`src/rtl/shift_operand_stage.sv`:
```
// Operand2 decode stage feeding the barrel shifter.
// Decodes the ARM data-processing operand2 field into shift source, amount and
// operation, then holds the result in an output register backed by a one-entry
// skid register. In_Ready comes straight from skid occupancy, so a shifter
// stall never reaches decode combinationally.
module shift_operand_stage #(
    parameter int DATA_W     = 32,
    parameter int PC_OFF_IMM = 8,
    parameter int PC_OFF_REG = 12
) (
    input  logic              clk,
    input  logic              rst_n,
    input  logic              Flush,
    input  logic              In_Valid,
    output logic              In_Ready,
    input  logic              Imm_Flag,
    input  logic [11:0]       Operand2,
    input  logic [DATA_W-1:0] Rm_Data,
    input  logic [DATA_W-1:0] Rs_Data,
    input  logic [DATA_W-1:0] PC_Value,
    input  logic              Carry_Flag,
    output logic              Out_Valid,
    input  logic              Out_Ready,
    output logic [DATA_W-1:0] Shift_Data,
    output logic [7:0]        Shift_Num,
    output logic [2:0]        SHIFT_OP,
    output logic              Carry_In,
    output logic              Illegal
);

    typedef struct packed {
        logic [DATA_W-1:0] data;
        logic [7:0]        num;
        logic [2:0]        op;
        logic              carry;
        logic              illegal;
    } entry_t;

    entry_t            dec;
    entry_t            out_q, out_d;
    entry_t            skid_q, skid_d;
    logic              out_valid_q, out_valid_d;
    logic              skid_valid_q, skid_valid_d;
    logic              accept;
    logic              drain;
    logic              rm_is_pc;
    logic [DATA_W-1:0] pc_off;
    logic [DATA_W-1:0] rm_val;
    logic              unused_rs_hi;

    // Only the low byte of Rs is a shift amount; the rest is ignored.
    assign unused_rs_hi = ^Rs_Data[DATA_W-1:8];

    // Reading R15 as Rm sees the pipelined PC; the offset depends on shift form.
    assign rm_is_pc = (Operand2[3:0] == 4'hF);
    assign pc_off   = Operand2[4] ? DATA_W'(PC_OFF_REG) : DATA_W'(PC_OFF_IMM);
    assign rm_val   = rm_is_pc ? (PC_Value + pc_off) : Rm_Data;

    // Operand2 decode into data/amount/op; amount-0 special cases are left to the shifter.
    always_comb begin
        dec       = '0;
        dec.carry = Carry_Flag;
        if (Imm_Flag) begin
            dec.data = DATA_W'(Operand2[7:0]);
            dec.num  = {3'b000, Operand2[11:8], 1'b0};
            dec.op   = 3'b111;
        end else if (!Operand2[4]) begin
            dec.data = rm_val;
            dec.num  = {3'b000, Operand2[11:7]};
            dec.op   = {Operand2[6:5], 1'b0};
        end else begin
            dec.data    = rm_val;
            dec.op      = {Operand2[6:5], 1'b1};
            dec.illegal = Operand2[7];
            dec.num     = Operand2[7] ? 8'h00 : Rs_Data[7:0];
        end
    end

    assign In_Ready = ~skid_valid_q;
    assign accept   = In_Valid & In_Ready;
    assign drain    = out_valid_q & Out_Ready;

    // Output/skid occupancy: flush wins, then skid refills output, then new accepts.
    always_comb begin
        out_d        = out_q;
        skid_d       = skid_q;
        out_valid_d  = out_valid_q;
        skid_valid_d = skid_valid_q;
        if (Flush) begin
            out_valid_d  = 1'b0;
            skid_valid_d = 1'b0;
        end else if (skid_valid_q) begin
            if (drain) begin
                out_d        = skid_q;
                skid_valid_d = 1'b0;
            end
        end else if (accept) begin
            if (!out_valid_q || drain) begin
                out_d       = dec;
                out_valid_d = 1'b1;
            end else begin
                skid_d       = dec;
                skid_valid_d = 1'b1;
            end
        end else if (drain) begin
            out_valid_d = 1'b0;
        end
    end

    // State registers; reset clears everything immediately.
    always_ff @(posedge clk or negedge rst_n) begin
        if (!rst_n) begin
            out_q        <= '0;
            skid_q       <= '0;
            out_valid_q  <= 1'b0;
            skid_valid_q <= 1'b0;
        end else begin
            out_q        <= out_d;
            skid_q       <= skid_d;
            out_valid_q  <= out_valid_d;
            skid_valid_q <= skid_valid_d;
        end
    end

    assign Out_Valid  = out_valid_q;
    assign Shift_Data = out_q.data;
    assign Shift_Num  = out_q.num;
    assign SHIFT_OP   = out_q.op;
    assign Carry_In   = out_q.carry;
    assign Illegal    = out_q.illegal;

endmodule

```
`config.mk`:
```
export PLATFORM = sky130hd
export DESIGN_NAME = shift_operand_stage
export DESIGN_NICKNAME = d
export VERILOG_FILES = /design/src/rtl/shift_operand_stage.sv
export SDC_FILE = /design/constraint.sdc
export NUM_CORES = 1
export LEC_CHECK = 0
export BUFFER_PORTS_ARGS = -buffer_cell sky130_fd_sc_hd__buf_2
export CAP_MARGIN = 15
export CORE_MARGIN = 2
export CORE_UTILIZATION = 52
export DETAILED_ROUTE_END_ITERATION = 8
export PLACE_DENSITY = 0.81
export SKIP_LAST_GASP = 1
export SLEW_MARGIN = 20
export SYNTH_ARGS = -nofsm -noshare
export SYNTH_HDL_FRONTEND = slang
export SYNTH_SLANG_ARGS = --single-unit
```
`constraint.sdc`:
```
create_clock -name clk -period 2.3 [get_ports clk]
set_input_delay 0.115 -clock clk [delete_from_list [all_inputs] [get_ports clk]]
set_output_delay 0.115 -clock clk [all_outputs]
set_load 0.01 [all_outputs]
```
After elaboration in Yosys (flattened, before gate mapping) --
Cells that the tools add are included.
Cells by class: bitwise logic cells 5, equal/unequal tests 4, multipliers 0, shift operators 0, reduce and logical (&&, ||, !) cells 8, add/subtract/negate cells 1, $lt $le $gt $ge 0, divide/modulo/power cells 0, muxes and demuxes 21
Operators by type and width (count):
- 2-to-1 mux 45 bit | 4
- 2-to-1 mux 43 bit | 1
- adder 32 x 4 -> 32 bit | 1
- 2-to-1 mux 32 bit | 1
- 2-to-1 mux 1 bit | 12
- 2-to-1 mux 11 bit | 1
- 2-to-1 mux 8 bit | 1
- AND reduction 4 bit | 2
- equality test 4 bit (second input constant) | 1
- nonzero test 2 bit | 2
- 2-to-1 mux 3 bit | 1
- != test 3 x 2 -> 1 bit (second input constant) | 1
- NOT 1 bit | 3
- AND reduction 3 bit | 1
- nonzero test 3 bit | 1
- bitwise AND 1 bit | 2
- != test 2 x 1 -> 1 bit (second input constant) | 1
- != test 2 bit (second input constant) | 1
- logical NOT 1 bit | 1
- logical OR 1 bit | 1
Word-level totals: memory bits (read-only) 0, word-level logic and storage cells 51, RAM bits 0, memories 0, input bits 115, flip-flop bits (word level) 92, bits in latches 0

Logic depth before layout (Yosys ltp) --
Gate-level depths: netlist of run 1.
depth after elaboration 7, depth in mapped cells 9, depth with buffers taken out 8

Least setup slack after synthesis of run 1 --
OpenSTA, ideal clock, no wires.
path type input to register, start point in Operand2[4], end point reg skid_q[37] (netlist bit), data arrival time 1946 ps, path buffers 1, setup slack 277 ps, stages on the path 9, library setup time 77 ps, path through ha_1 > inv_1 > ha_1 > and4b_2 > nand3_2 > buf_2 > or3_1 > a311o_1 > o21ai_1
Between the ends: longest elaborated chain between the ends 4
Ends and longest elaborated chain:
- start: declaration | RTL line 17 | input logic [11:0] Operand2,
- 2-to-1 mux 3 bit | RTL line 56 | assign pc_off = Operand2[4] ? DATA_W'(PC_OFF_REG) : DATA_W'(PC_OFF_IMM);
- adder 32 x 4 -> 32 bit | RTL line 57 | assign rm_val = rm_is_pc ? (PC_Value + pc_off) : Rm_Data;
- 2-to-1 mux 32 bit | RTL line 57
- 2-to-1 mux 43 bit | RTL line 63 | if (Imm_Flag) begin
- end signal: assignment | RTL line 119 | skid_q <= skid_d;
- end: declaration | RTL line 41 | entry_t skid_q, skid_d;
No other way between the ends. A chain may end at the register's enable or synchronous reset.

Worst setup path in the final report of run 1 --
start point reg out_valid_q, in the netlist Out_Valid, end point reg skid_q[1] (netlist bit)
Between the ends: longest elaborated chain between the ends 4, elaborated cells between the ends (all ways) 5
Ends and longest elaborated chain:
- start: declaration | RTL line 42 | logic out_valid_q, out_valid_d;
- start signal: assignment | RTL line 120 | out_valid_q <= out_valid_d;
- bitwise AND 1 bit or logical NOT 1 bit (tied branches) | RTL line 81, 98
- logical OR 1 bit (*) | RTL line 98 | if (!out_valid_q || drain) begin
- NOT 1 bit (no line) (*)
- AND reduction 4 bit (no line) (*)
Every way passes the cells marked *; elsewhere a longest branch is shown, timed or not.

==> impl_metrics.ini, run 1 <==
[final_layout]
drive_above_1_share_pct = 28.4
fill_cells = 865
final_cells = 831
nNetsFinal = 810
finalInstanceArea_mm2 = 0.00614
syn_to_final_growth_pct = 19.2
diodes = 0

[pwr]
netSwitchingPower_uw = 1300
ir_worst_vdd_v = 0.000259
p_clk_share_pct = 25.7
p_seq_share_pct = 51.1
p_int_uw = 2790
power_density_mw_per_mm2 = 666
comb_power_share_pct = 23.2
switching_share_pct = 31.8
leakage_uw = 0.00293
power_uw = 4090

[clock_network]
tritoncts = yes
htree_levels = 3
clk_latency_ps = 360
cts_buffer_depth = 2
cts_setup_buffers = 0
cts.clk_slew.worst_paths_ps = 90
root_buffer = clkbuf_8
clkSinkCount = 92
cts-buffers-inserted = 9

[route]
drc = 0
antenna_left = 0
vias = 4954
via_per_inst = 5.96
drt-initial-drc-count = 404
dr.pass1.iters = 7
wl_mm = 14.5
routedWlPerCell_um = 17.5

[synth]
synth-seq-area-share_pct = 44.7
syn-cell-area_mm2 = 0.00515
mappedNetlistNets = 680
ys_warn_count = 0
synth_top_area_cell = dfrtp_1
ys.flop_type = dfrtp_1
synth_top_cell_area_share_pct = 44.7
synth.most_common_cell = dfrtp_1
synth_common_cells = dfrtp_1, nand2_1, o21ai_0, nor2_1, a21oi_1
synth_edf_count = 0
async_reset_ff_share_pct = 100
ys_seq_elements = 92
syn_avg_cell_area_um2 = 9.15
synthTopCellsByArea = dfrtp_1, o21ai_0, nand2_1
ys_types = 60
synth_cells = 563

[grt]
grt_pass1_vias = 4876
grt_pass1_wl_mm = 23.9
grt_max_degree = 61
grtUsageTotal_pct = 27.4
antenna_found_initial = 0
grt-ovfl-total = 0

[floorplanning]
io_pins = 162
die_w_um = 104
core_mm2 = 0.00968
fp-row-count = 36
start_util_pct = 53.2
design.die.area_mm2 = 0.0107
die_h_um = 104

[worst_setup_path]
rr_worst_depth = 4
startpoint_type = register
endpoint_kind = register
cp_max_fo = 23
r2r-end = skid_q[1]
worstSetupPathType = reg -> reg
r2r_setup_slack_ps = 170
worstReg2RegStart = Out_Valid
arrival_ps = 2390
crit_required_ps = 2560

[placement]
dpl_cell_area_mm2 = 0.00591
dp_cells = 811
gp_congestion = 0.883
port_buffers = 137
dp_hpwl_mm = 10.3

[timing]
min_period_ps = 2130
fmax_mhz = 470
rsz0062_at_grt = false
report.final.hold_viol_count = 0
tightest_slew_ps = 765
setup_tns_ps = 0
setup_viol = 0
maxSlewViolCount = 0
fin_hold_ws_ps = 13.2
relSlewSlack_pct = 49.0
fin_skew_ps = 7.79
period_share_pct = 92.5

[run_status]
run_status = complete, no violations

[min_path]
hp-class = in -> reg
worstHoldStart = Carry_Flag
min_path_cells = 2
holdPathEnd = skid_q[1]

[job]
maxCapViolations = 0
==> cells by family after synthesis <==
kind of cell / Yosys count / share of synthesized area, %
AO/OA/AOI/OAI: 185 / 22.8
XOR/XNOR: 13 / 2.21
adder cells (fa/ha/maj): 2 / 0.486
buffers and inverters: 50 / 5.63
flip-flops: 92 / 44.7
multiplexers: 16 / 3.28
AND/OR/NAND/NOR: 205 / 20.9
==> worst max-delay path by stage <==
stage,start,end,slack [ps],cells after the start
6_report,Out_Valid,skid_q[1],170,4
2_1_floorplan,Operand2[4],skid_q[37],280,9
4_1_cts,Out_Valid,skid_q[13],190,4
5_1_grt,Out_Valid,skid_q[21],40,4
3_3_place_gp,Operand2[4],Shift_Data[28],20,9
3_5_place_dp,Operand2[4],skid_q[33],-50,9
==> per-layer routing <==
| layer | up-vias | track usage (%) | part of all wire (%) |
|---|---|---|---|
| met4 | 0 | 10.7 | 2.4 |
| met5 | - | 0 | 0 |
| met3 | 28 | 3.46 | 7.0 |
| met1 | 2367 | 36.7 | 42 |
| li1 | 2329 | - | - |
| met2 | 230 | 45.8 | 49 |
==> power by group through the flow <==
stage               Combinational, uW  Clock, uW  Sequential [uW]
finish                            947       1050             2090
floorplan                         454          0             2150
detailed placement                942          0             2120
CTS                               950       1060             2090
global placement                  908          0             2100
global route                     1060       1110             2120
==> final cells by class <==
| class | count | area, um^2 | share of cell area [%] |
|---|---|---|---|
| multi-input cells | 421 | 2570 | 41.8 |
| flip-flops and latches | 92 | 2300 | 37.5 |
| repair buffers | 163 | 893 | 14.5 |
| well taps | 133 | 166 | 2.71 |
| clock buffers | 11 | 151 | 2.47 |
| clock inverters | 5 | 35.0 | 0.570 |
| inverters | 6 | 22.5 | 0.367 |
==> worst max-delay path: stages (launching register included) <==
cell and delay [ps]:
dfrtp_1 450, nor2b_1 320, or3b_2 660, buf_4 290, mux2_2 290
==> timing repair <==
item,CTS,global route
gates resized for setup,0,0
endpoints found under the hold margin,42,0
hold buffers,4,0
==> stage by stage <==
step	utilization, %	setup slack [ps]
finish	63.4	171
global route	63.4	35.6
CTS	63.4	193
detailed placement	61.1	-47.4
global placement	61.1	18.5
floorplan	-	277
==> sequential cells by signal, summed over array words and instances (netlist names) <==
signal	flops
skid_q	45
Shift_Num	8
Out_Valid	1
SHIFT_OP	3
skid_valid_q	1
Shift_Data	32
Illegal	1
Carry_In	1
==> layout by cell type (no fill, tap or decap), types with 4 or more instances in the layout <==
cell           Yosys  final
clkbuf_8           5     11
mux2_2             7      7
a2111oi_0          7      7
dfrtp_1           92     91
o21a_1             5      5
nor4bb_1           4      4
inv_1              5      5
dlygate4sd3_1      0      4
and3_1            25     25
buf_2              5    136
o21ai_0           61     61
a211o_1            5      5
nand2_1           71     71
or4_1             10     10
o31ai_1           15     15
o21ai_1           13     13
a21oi_1           39     39
mux2i_1            9      9
xnor2_1            4      4
xor2_1             9      9
nand3_1            4      4
a311o_1           11     11
buf_4              4     23
nor2_1            46     46
nor3_1             4      4
a211oi_1           7      7
nand4_1           12     12
a21o_1             4      4
(Power assumes the default switching activity.)
==> run 2, diff against run 1 <==
CORE_ASPECT_RATIO = 0.6   (was default)
==> run 2 against run 1 <==
  * Final area rose by 1.7%
  * Total power rose by 9.8%
  * Count of clock-buffer cells in the layout rose by 1
  * Die area rose by 0.25%
  * Wire length rose by 2.7%
  * Worst hold slack improved by 18 ps
  * First-iteration DRC count rose by 4.5%
  * Sequential cell count did not move
  * Utilization rose by 0.68 points
  * Critical path depth did not move
==> impl_metrics.ini, run 2 (synthesis gave the netlist of run 1 again) <==
[timing]
setup_viol = 0
period_share_pct = 90.4
fin_hold_ws_ps = 31.1
report.final.hold_viol_count = 0
relSlewSlack_pct = 59.5
maxSlewViolCount = 0
min_period_ps = 2080
fmax_mhz = 481
tightest_slew_ps = 592
fin_skew_ps = 7.13
rsz0062_at_grt = false
setup_tns_ps = 0

[final_layout]
regMostFlops = skid_q
final_common_cell = buf_2
final_cells = 831
fill_cells = 845
syn_to_final_growth_pct = 21.2
largest_register_ffs = 45
diodes = 0
final_cell_mix = buf_2, dfrtp_1, nand2_1, o21ai_0, nor2_1
drive_above_1_share_pct = 28.4
nNetsFinal = 808
finalInstanceArea_mm2 = 0.00624
fin_util_pct = 64.1

[placement]
port_buffers = 137
gp_congestion = 0.920
dp_cells = 813
dpl_cell_area_mm2 = 0.00593
dp_hpwl_mm = 10.5

[worst_setup_path]
arrival_ps = 2360
worst_path_max_delay_cell = or3b_4
endpoint_kind = register
critPathTopFamily = simple AND/OR/NAND/NOR gates
crit_required_ps = 2580
startpoint_type = register
worstSetupPathType = reg -> reg
path_cells = nor2b_1 -> or3b_4 -> a2111oi_0 -> a21o_1
cp_max_fo = 22
worst_path_largest_cell_delay_ps = 570
path_buf_inv = 0

[route]
dr.pass1.iters = 4
antenna_left = 0
vias = 5022
via_per_inst = 6.04
drc = 0
routedWlPerCell_um = 18.0
drt-initial-drc-count = 422
wl_mm = 14.9

[floorplanning]
design.die.area_mm2 = 0.0107
start_util_pct = 52.9
die_w_um = 133
core_mm2 = 0.00974
die_h_um = 81.1
io_pins = 162
fp-row-count = 28

[clock_network]
clk_latency_ps = 350
root_buffer = clkbuf_16
cts_setup_buffers = 0
tritoncts = yes
cts_buffer_depth = 2
cts-buffers-inserted = 9
clkSinkCount = 92
cts.clk_slew.worst_paths_ps = 60
htree_levels = 3

[grt]
grt_pass1_vias = 4755
grt_busiest_layer = met2
grtUsageMet1_pct = 40.0
grtUsageTotal_pct = 28.7
gr-usage-met3_pct = 5.62
met2_usage_pct = 45.9
grt_max_degree = 61
grt-ovfl-total = 0
grt_pass1_wl_mm = 24.0
antenna_found_initial = 0

[job]
maxCapViolations = 0

[min_path]
hp-class = in -> reg

[pwr]
power_density_mw_per_mm2 = 719
leakage_uw = 0.00297
ir_worst_vdd_v = 0.000461

[run_status]
run_status = complete, no violations
## run 2: changes by cell type in the layout (fill, tap and decap cells not counted), sizes merged
cell	before	now
clkinv	3	1
clkbuf	11	12
clkinvlp	1	2
dlygate4sd3	4	2
## run 2: area by class of cell
| cell class | instances | area (um^2) | area share (%) |
|---|---|---|---|
| clock inverters | 4 | 31.3 | 0.501 |
| flip-flops and latches | 92 | 2300 | 36.9 |
| multi-input cells | 421 | 2570 | 41.2 |
| inverters | 6 | 22.5 | 0.361 |
| well taps | 135 | 169 | 2.71 |
| repair buffers | 161 | 886 | 14.2 |
| clock buffers | 12 | 256 | 4.11 |
## run 2: report_power, final
| part | switching (uW) | total (uW) | internal [uW] |
|---|---|---|---|
| Combinational | 542 | 950 | 408 |
| Sequential | 177 | 2100 | 1930 |
| Clock | 637 | 1430 | 798 |
| Total | 1360 | 4490 | 3130 |
## run 2: timing repair
action                     CTS  global route
resized for setup            0             2
hold buffers                 2             0
setup endpoints to repair    0             3
hold endpoints to repair    32             0
## run 2: stage by stage
step | total power, uW | setup slack (ps)
final | 4490 | 220
after global routing | 4720 | 179
after CTS | 4510 | 99.0
after detailed placement | 3070 | 7.39
after global placement | 3010 | 33.0
after floorplan | 2610 | 277
## run 2: final timing paths
| path | to | depth (start not counted) | slack (ps) | start |
|---|---|---|---|---|
| worst max register to register | skid_q[26] | 4 | 220 | Out_Valid |
| max in group asynchronous | skid_q[23] | 3 | 1380 | rst_n |
| worst min-delay path | skid_q[1] | 2 | 30 | Carry_Flag |
| min in group asynchronous | SHIFT_OP[1] | 2 | 260 | rst_n |
| worst max-delay path | skid_q[26] | 4 | 220 | Out_Valid |
| worst min register to register | skid_q[29] | 1 | 470 | skid_q[29] |
## run 2: per-layer routing
metal / wire (um) / vias to the layer above
met2: 6690 / 270
met4: 257 / 0
met3: 1370 / 27
met1: 6620 / 2387
li1: - / 2338
met5: 0 / -
==> run 3, diff against run 2 <==
BUFFER_PORTS_ARGS = -buffer_cell sky130_fd_sc_hd__buf_4   (was -buffer_cell sky130_fd_sc_hd__buf_2)
==> run 3 against run 2 <==
  * Wire length rose by 1.1%
  * Final area rose by 6.4%
  * Sequential power barely moved
  * Via count fell by 0.40%
  * Die area did not move
  * Global-route usage fell by 0.056 points
  * First-iteration DRC count rose by 0.24%
  * Sequential share of layout area fell by 2.2 points
  * Worst setup slack improved by 13 ps
  * Largest cell class unchanged
==> impl_metrics.ini, run 3 (synthesis gave the netlist of run 1 again) <==
[run_status]
run_status = complete, no violations

[grt]
grt-ovfl-total = 0
antenna_found_initial = 0
grt_pass1_wl_mm = 24.0
grt_max_degree = 61
grt_pass1_vias = 4742
grtUsageTotal_pct = 28.6

[route]
routedWlPerCell_um = 18.1
via_per_inst = 6.00
drc = 0
wl_met1_mm = 6.66
wl_met3_mm = 1.20
antenna_left = 0
vias = 5002
dr.pass1.iters = 5
drt-initial-drc-count = 423
met2_length_mm = 6.98
routed.top_layer = met4
wl_mm = 15.1

[pwr]
ir_worst_vdd_v = 0.000464
power_density_mw_per_mm2 = 724
power_uw = 4810
leakage_uw = 0.00309

[final_layout]
fin_util_pct = 68.2
largest_register_ffs = 45
final_cell_mix = buf_4, dfrtp_1, nand2_1, o21ai_0, nor2_1
nNetsFinal = 810
final_cells = 833
finalInstanceArea_mm2 = 0.00664
diodes = 0
syn_to_final_growth_pct = 28.8
regMostFlops = skid_q
drive_above_1_share_pct = 28.5
final_common_cell = buf_4

[worst_setup_path]
arrival_ps = 2320
cp_max_fo = 32
path_cells = nor2b_2 -> or3b_2 -> buf_4 -> buf_4 -> o31ai_1
path_buf_inv = 2
startpoint_type = register
worst_path_max_delay_cell = or3b_2
critPathTopFamily = simple AND/OR/NAND/NOR gates
endpoint_kind = register
worst_path_largest_cell_delay_ps = 490
crit_required_ps = 2550
worstSetupPathType = reg -> reg
cp_common_cell = buf_4

[floorplanning]
design.die.area_mm2 = 0.0107
fp-row-count = 28
start_util_pct = 52.9
die_w_um = 133
io_pins = 162
die_h_um = 81.1
core_mm2 = 0.00974

[clock_network]
root_buffer = clkbuf_16
tritoncts = yes
htree_levels = 3
cts_setup_buffers = 0
clk_latency_ps = 340
cts-buffers-inserted = 9
clkSinkCount = 92
cts_buffer_depth = 2
cts.clk_slew.worst_paths_ps = 70

[timing]
maxSlewViolCount = 0
fmax_mhz = 484
fin_skew_ps = 5.15
min_period_ps = 2070
tightest_slew_ps = 675
report.final.hold_viol_count = 0
period_share_pct = 89.8
fin_hold_ws_ps = 15.2
rsz0062_at_grt = false
setup_viol = 0
relSlewSlack_pct = 55.0

[placement]
dp_cells = 813
dpl_cell_area_mm2 = 0.00627
port_buffers = 137
gp_congestion = 0.902
dp_hpwl_mm = 10.8

[min_path]
hp-class = in -> reg

[job]
maxCapViolations = 0
[run 3: cell count changes in the layout (fill, tap and decap cells not counted), moves of 2 or more]
cell,change
buf_2,-136
buf_4,+136
bufinv_16,+2
clkbuf_8,-2
dlygate4sd3_1,+2
[run 3: metal layers]
metal | vias to the layer above | track usage (%)
met5 | - | 0
met4 | 0 | 7.85
met3 | 27 | 5.62
met2 | 237 | 45.5
met1 | 2400 | 40.5
li1 | 2338 | -
[run 3: final cells by class]
type                    count  area (um^2)
repair buffers            163         1250
clock buffers              10          229
well taps                 135          169
flip-flops and latches     92         2300
clock inverters             6         96.3
multi-input cells         421         2570
inverters                   6         22.5
fillers                   778         3100
[run 3: through the flow]
stage	TNS, ps	worst slack (ps)
final	0	234
after global placement	0	26.6
after global routing	0	77.3
after detailed placement	-79.7	-36.7
after CTS	0	147
after floorplan	0	277
[run 3: worst paths after layout]
| check | startpoint | to | slack [ps] | cells after the start |
|---|---|---|---|---|
| max in group asynchronous | rst_n | Shift_Data[8] | 1250 | 3 |
| worst min register to register | skid_q[42] | skid_q[42] | 480 | 2 |
| worst max-delay path | Out_Valid | skid_q[17] | 230 | 5 |
| min in group asynchronous | rst_n | SHIFT_OP[2] | 380 | 2 |
| worst min-delay path | Carry_Flag | skid_q[1] | 20 | 2 |
| worst max register to register | Out_Valid | skid_q[17] | 230 | 5 |
[run 3: timing repair]
item / 4_1_cts / 5_1_grt
hold endpoints to repair: 52 / 0
gates resized for setup: 0 / 1
hold buffers: 4 / 0
setup endpoints to repair: 0 / 2
[run 3: report_power, final]
group | internal, uW | switching (uW) | total (uW)
clock | 966 | 652 | 1620
combinational | 532 | 546 | 1080
sequential | 1930 | 186 | 2110
total | 3420 | 1380 | 4810
